--- src/rtl/ccd_timing_gen.sv ---
// CCD/ADC pixel-timing and DAC sample sequencer.
// Generates the analog front-end pin timing (clk/shp/shd/hd/vd/clamp) from
// a phase/pixel/line counter chain and feeds the DAC word from a
// valid/ready sample stream, an internal ramp, or the black level.
module ccd_timing_gen #(
  parameter int DAC_W = 14,
  parameter int PH_W  = 9,
  parameter int PIX_W = 10,
  parameter int LN_W  = 10
) (
  input  logic             sys_clk,
  input  logic             rst,
  input  logic [PH_W-1:0]  cfg_reps,
  input  logic [PIX_W-1:0] cfg_pix,
  input  logic [PIX_W-1:0] cfg_blank,
  input  logic [LN_W-1:0]  cfg_lines,
  input  logic [DAC_W-1:0] cfg_black,
  input  logic [1:0]       cfg_mode,
  input  logic             cfg_cont,
  input  logic             start,
  input  logic             stop,
  input  logic [DAC_W-1:0] s_data,
  input  logic             s_valid,
  output logic             s_ready,
  output logic [DAC_W-1:0] dac_d,
  output logic             clk_fpga,
  output logic             shp_fpga,
  output logic             shd_fpga,
  output logic             hd_fpga,
  output logic             vd_fpga,
  output logic             clpdm_fpga,
  output logic             clpob_fpga,
  output logic             busy,
  output logic             underrun,
  output logic             frame_done
);

  typedef enum logic [1:0] {
    S_IDLE = 2'd0,
    S_RUN  = 2'd1,
    S_STOP = 2'd2
  } state_t;

  state_t state_q, state_d;

  // Run configuration, captured on the accepted start
  logic [PH_W-1:0]  reps_q;
  logic [PIX_W:0]   pix_act_q;
  logic [PIX_W:0]   pix_tot_q;
  logic [LN_W-1:0]  lines_q;
  logic [DAC_W-1:0] black_q;
  logic [1:0]       mode_q;
  logic             cont_q;

  // Timing counters and test ramp
  logic [PH_W-1:0]  ph_q;
  logic [PIX_W:0]   pix_q;
  logic [LN_W-1:0]  ln_q;
  logic [DAC_W-1:0] ramp_q;

  // Stage-0 decode of the next pin values
  logic             clk_p0, shp_p0, shd_p0, hd_p0, vd_p0, clp_p0;
  logic [DAC_W-1:0] dac_p0;

  logic             start_ok, running, active, is_ccd, is_ramp;
  logic             ph_last, pix_last, ln_last, line_end;
  logic [PH_W-1:0]  half, quarter, eighth, take_ph;

  // Short pixels would collapse the sub-phase windows, so clamp to 8.
  function automatic logic [PH_W-1:0] clamp_reps(input logic [PH_W-1:0] r);
    return (r < PH_W'(8)) ? PH_W'(8) : r;
  endfunction

  function automatic logic [PIX_W-1:0] nz_pix(input logic [PIX_W-1:0] v);
    return (v == '0) ? PIX_W'(1) : v;
  endfunction

  function automatic logic [LN_W-1:0] nz_lines(input logic [LN_W-1:0] v);
    return (v == '0) ? LN_W'(1) : v;
  endfunction

  assign start_ok = (state_q == S_IDLE) && start;
  assign running  = (state_q != S_IDLE);
  assign busy     = running;

  assign half     = reps_q >> 1;
  assign quarter  = reps_q >> 2;
  assign eighth   = reps_q >> 3;

  assign ph_last  = (ph_q == reps_q - PH_W'(1));
  assign pix_last = (pix_q == pix_tot_q - (PIX_W+1)'(1));
  assign ln_last  = (ln_q == lines_q - LN_W'(1));
  assign line_end = ph_last && pix_last;
  assign active   = (pix_q < pix_act_q);
  assign is_ccd   = (mode_q == 2'd1);
  assign is_ramp  = (mode_q == 2'd2);
  assign take_ph  = is_ccd ? half : '0;

  // Consume strobe is decoded directly from the counters, same cycle as the phase match
  assign s_ready  = running && active && !is_ramp && (ph_q == take_ph);

  // Latch the run configuration when a start is accepted
  always_ff @(posedge sys_clk) begin
    if (start_ok) begin
      reps_q    <= clamp_reps(cfg_reps);
      pix_act_q <= {1'b0, nz_pix(cfg_pix)};
      pix_tot_q <= {1'b0, nz_pix(cfg_pix)} + {1'b0, nz_pix(cfg_blank)};
      lines_q   <= nz_lines(cfg_lines);
      black_q   <= cfg_black;
      mode_q    <= cfg_mode;
      cont_q    <= cfg_cont;
    end
  end

  // State register
  always_ff @(posedge sys_clk or posedge rst) begin
    if (rst) state_q <= S_IDLE;
    else     state_q <= state_d;
  end

  // Next-state logic: stop only takes effect at the end of the current line
  always_comb begin
    state_d = state_q;
    case (state_q)
      S_IDLE: if (start) state_d = S_RUN;
      S_RUN: begin
        if (line_end && ln_last && !cont_q) state_d = S_IDLE;
        else if (stop)                      state_d = S_STOP;
      end
      S_STOP: if (line_end) state_d = S_IDLE;
      default: state_d = S_IDLE;
    endcase
  end

  // Phase -> pixel -> line counter chain and per-active-pixel ramp
  always_ff @(posedge sys_clk or posedge rst) begin
    if (rst) begin
      ph_q   <= '0;
      pix_q  <= '0;
      ln_q   <= '0;
      ramp_q <= '0;
    end else if (start_ok) begin
      ph_q   <= '0;
      pix_q  <= '0;
      ln_q   <= '0;
      ramp_q <= '0;
    end else if (running) begin
      if (ph_last) begin
        ph_q <= '0;
        if (pix_last) begin
          pix_q <= '0;
          ln_q  <= ln_last ? '0 : ln_q + LN_W'(1);
        end else begin
          pix_q <= pix_q + (PIX_W+1)'(1);
        end
      end else begin
        ph_q <= ph_q + PH_W'(1);
      end
      if (is_ramp && active && (ph_q == '0)) ramp_q <= ramp_q + DAC_W'(1);
    end
  end

  // Decode pin levels and the DAC word from the current counters
  always_comb begin
    clk_p0 = 1'b0;
    shp_p0 = 1'b1;
    shd_p0 = 1'b1;
    hd_p0  = 1'b1;
    vd_p0  = 1'b1;
    clp_p0 = 1'b0;
    dac_p0 = dac_d;
    if (running) begin
      clk_p0 = (ph_q < half);
      shp_p0 = !((ph_q >= eighth) && (ph_q < quarter + eighth));
      shd_p0 = !((ph_q >= half + eighth) && (ph_q < half + quarter + eighth));
      hd_p0  = !(pix_q == pix_act_q);
      vd_p0  = !(!active && ln_last);
      clp_p0 = !active;
      if (!active) begin
        dac_p0 = black_q;
      end else if (is_ramp) begin
        if (ph_q == '0) dac_p0 = ramp_q;
      end else if (s_ready) begin
        dac_p0 = s_valid ? s_data : black_q;
      end else if (is_ccd && (ph_q == '0)) begin
        dac_p0 = black_q;
      end
    end
  end

  // ---- stage boundary p0 -> pins: every output pin is registered ----
  // Register pins, frame-done strobe and sticky underrun flag
  always_ff @(posedge sys_clk or posedge rst) begin
    if (rst) begin
      dac_d      <= '0;
      clk_fpga   <= 1'b0;
      shp_fpga   <= 1'b1;
      shd_fpga   <= 1'b1;
      hd_fpga    <= 1'b1;
      vd_fpga    <= 1'b1;
      clpdm_fpga <= 1'b0;
      clpob_fpga <= 1'b0;
      underrun   <= 1'b0;
      frame_done <= 1'b0;
    end else begin
      dac_d      <= dac_p0;
      clk_fpga   <= clk_p0;
      shp_fpga   <= shp_p0;
      shd_fpga   <= shd_p0;
      hd_fpga    <= hd_p0;
      vd_fpga    <= vd_p0;
      clpdm_fpga <= clp_p0;
      clpob_fpga <= clp_p0;
      frame_done <= running && (state_d == S_IDLE);
      if (start_ok)                 underrun <= 1'b0;
      else if (s_ready && !s_valid) underrun <= 1'b1;
    end
  end

endmodule

--- config.mk ---
export PLATFORM = sky130hd
export DESIGN_NAME = ccd_timing_gen
export DESIGN_NICKNAME = d
export VERILOG_FILES = /design/src/rtl/ccd_timing_gen.sv
export SDC_FILE = /design/constraint.sdc
export NUM_CORES = 1
export LEC_CHECK = 0
export BUFFER_PORTS_ARGS = -buffer_cell sky130_fd_sc_hd__buf_2
export CORE_AREA = 2 2 164 166
export CTS_CLUSTER_SIZE = 16
export DETAILED_ROUTE_END_ITERATION = 8
export DIE_AREA = 0 0 166 168
export PLACE_DENSITY = 0.51
export SYNTH_ARGS = -nofsm -noshare
export SYNTH_HDL_FRONTEND = slang
export SYNTH_SLANG_ARGS = --single-unit
--- constraint.sdc ---
create_clock -name sys_clk -period 7.5 [get_ports sys_clk]
set_clock_uncertainty 0.05 [all_clocks]
set_input_delay 0.75 -clock sys_clk [delete_from_list [all_inputs] [get_ports sys_clk]]
set_output_delay 0.75 -clock sys_clk [all_outputs]
set_load 0.01 [all_outputs]
==> flow_summary.ini <==
[yosys]
synth_async_sr_flop_share_pct = 54.4
yosys_most_used_dff = dfrtp_1
synth_nets = 1095
synth_sequential_area_ratio_pct = 38.1
number_of_flops_mapped_to_enable_cells_by_yosys = 57
netlist_top_cells_area = edfxtp_1 19%, dfrtp_1 18%, ha_1 13%, xnor2_1 4.1%, o21ai_0 3.6%
synth.cell_area_um2 = 8970
yosys.cell_types.count = 76
synth.largest_area_cell = edfxtp_1
yosysTopAreaCellShare_pct = 19.1
synth.ff_latch_count = 125
post_synth.cell_area_avg_um2 = 9.79
syn-instance-count = 916
synth.yosys.warnings = 0

[detailed_routing]
via_count = 6659
routed_via_density = 4.98
drt_iter0_drc = 360
drc = 0
wirelength_mm = 20.6
drt_first_pass_iters = 4
wire_length_per_cell_um = 15.4
postRouteAntennaNets = 0

[finish]
most_common_library_cell_in_the_layout_ignoring_fill_and_taps = buf_2
post-route-util_pct = 39.0
final_cell_mix = 99 x buf_2, 93 x ha_1, 67 x inv_1, 65 x o21ai_0, 64 x dfrtp_1
layout.nets = 1160
syn_to_final_growth_pct = 14.7
final_layout_size_suffix_gt1_share_pct = 16.2

[power]
power_frac_seq_pct = 34.7
power.combinational.fraction_pct = 37.8
power.ir.vdd_worst_mv = 0.159
switching_fraction_of_total_power_pct = 38.6
power_per_cell_area_nw_per_um2 = 291
clkPwrFrac_pct = 27.5
p_switching_mw = 1.16
leakage_power_summed_over_all_cells_nw = 4.61
power_report.internal_total_mw = 1.84

[grt]
grt_usage_pct = 15.3
antenna_found_initial = 0
grt_first_pass_wirelength_mm = 34.7
gr-total-overflow = 0
grt_max_degree = 69
grt_pass1_vias = 6804

[sta]
timing.fmax_mhz = 272
timing.slew.headroom_pct = 35.8
worst-slew-pin-transition_ps = 955
finalCriticalPeriod_ps = 3670
post-route-period-util_pct = 49.0
setup_tns_ps = 0
unrepaired_setup_endpoints_after_global_routing = no
slew_violations = 0
hold_violations = 0
fin_worst_hold_slack_ps = 444
setup_viol = 0

[setup_path]
critical_path_cell_by_cell = inv_1, ha_1, and4b_1, nor3_1, o22ai_1, nor4_1, nand2b_1, o41ai_1
required_ps = 7760
timing_worst_setup_path_type = reg2reg
worstPathArrival_ps = 3930
crit_path_max_incr_delay_ps = 780
family_of_cells_with_the_greatest_summed_delay_on_the_critical_path = simple AND/OR/NAND/NOR gates
setup.worst_path.end_class = flip-flop
worstSetupStartpointType = flip-flop
critical_path_buf_inv_count = 1
timing.critical_path.slowest_stage_cell = edfxtp_1
crit_fanout = 16

[placed_design]
globalplace.congestion = 0.806
hpwlAfterDp_mm = 15.3
port_buffers = 99

[clock_tree]
clk-insertion-delay-late_ps = 420
cts_buffers = 17
postCtsResizedCells = 0
cts.path.max_buffers = 2
clock_tree_from_tritoncts = done
htree_levels = 4
clkTransAtPathRegs_ps = 70
cts-root-buf = clkbuf_16
cts_hold_repair.buffers = 0
numClockSinks = 125
postCtsSetupRepairBufs = 0

[floorplanning]
die_area_um2 = 27900
die_h_um = 168
floorplan.initialDensity_pct = 34.0
io-pin-count = 100
die_w_um = 166
placeableCoreArea_um2 = 26400
std_cell_rows = 60

[run_status]
outcome = finished, final reports clean

[worst_hold_path]
timing.hold.worst.class = in2reg

[run]
number_of_max_cap_violations = 0
==> worst reg2reg max path: stages (launching register included) <==
cell and delay (ps):
edfxtp_1 780, inv_1 310, ha_1 300, and4b_1 210
nor3_1 190, o22ai_1 130, nor4_1 680, nand2b_1 490
o41ai_1 420
==> worst paths after layout <==
check | startpoint | end | slack, ps | cells after the start
min | cfg_black[9] | black_q[9] | 440 | 1
max in group asynchronous | rst | pix_q[1] | 6250 | 3
max | reps_q[6] | pix_q[4] | 3830 | 8
min reg2reg | underrun | underrun | 450 | 2
max reg2reg | reps_q[6] | pix_q[4] | 3830 | 8
min in group asynchronous | rst | dac_d[5] | 540 | 3
==> per-stage QoR <==
stage | instance area (um2) | setup slack, ps | power (mW) | instances
floorplan | 8970 | 4150 | 1.87 | 916
global placement | 9690 | 3860 | 2.19 | 1303
detailed placement | 9690 | 3810 | 2.19 | 1303
CTS | 10300 | 3790 | 3.04 | 1335
global route | 10300 | 3230 | 3.24 | 1335
finish | 10300 | 3830 | 2.99 | 1336
==> power groups by stage <==
stage | Sequential, mW | Clock (mW) | Combinational, mW
finish | 1.04 | 0.824 | 1.13
global route | 1.06 | 0.873 | 1.31
CTS | 1.04 | 0.841 | 1.15
detailed placement | 1.05 | 0 | 1.14
global placement | 1.05 | 0 | 1.14
floorplan | 1.02 | 0 | 0.852
==> final cells by class <==
| cell class | instances | area [um2] |
|---|---|---|
| antenna | 1 | 2.50 |
| inverter | 69 | 259 |
| multi-input combinational | 665 | 5060 |
| clock inverter | 15 | 166 |
| sequential | 125 | 3420 |
| timing repair buffer | 103 | 526 |
| clock buffer | 17 | 425 |
| tap | 341 | 427 |
| fill | 2625 | 16100 |
==> cells in the mapped netlist, drive strengths merged (5+ instances only) <==
cell type   n
o21bai      5
xnor2      42
dfrtp      64
clkbuf     50
nand2b     18
ha         93
edfxtp     57
and2        8
nand3      24
o22a       10
nor2b      16
o31ai       5
or4         6
a22o        6
o21ai      66
nor4       12
fa         11
mux2        5
xor2       35
a21o       18
buf         7
nor2       53
or3         6
mux2i      14
nand2      49
and3       17
inv        68
nor3       20
a21oi      40
==> flip-flops by register name (all words and copies together) (netlist names) <==
| name | count |
|---|---|
| black_q | 14 |
| dac_d | 14 |
| ramp_q | 14 |
| pix_q | 11 |
| pix_tot_q | 11 |
| lines_q | 10 |
| ln_q | 10 |
| pix_act_q | 10 |
| ph_q | 9 |
| reps_q | 9 |
| mode_q | 2 |
| state_q | 2 |
| clk_fpga | 1 |
| clpob_fpga | 1 |
| cont_q | 1 |
| frame_done | 1 |
| hd_fpga | 1 |
| shd_fpga | 1 |
| shp_fpga | 1 |
| underrun | 1 |
| vd_fpga | 1 |
==> metal layers <==
layer  vias up  GRT usage (%)  wire length [um]
met4         0           4.35               325
met2       109           26.3              9810
met3        26           2.59               579
li1       3395              -                 -
met1      3129           19.9              9900
met5         -              0                 0
==> cell families after synthesis <==
family                   synth area share (%)
AND/OR/NAND/NOR                          16.0
adder cells (fa/ha/maj)                  15.4
multiplexers                             2.19
flip-flops                               38.1
XOR/XNOR                                 8.05
AO/OA/AOI/OAI                            14.8
buffers and inverters                    5.47
No activity file was read; power rests on OpenSTA's default activity.
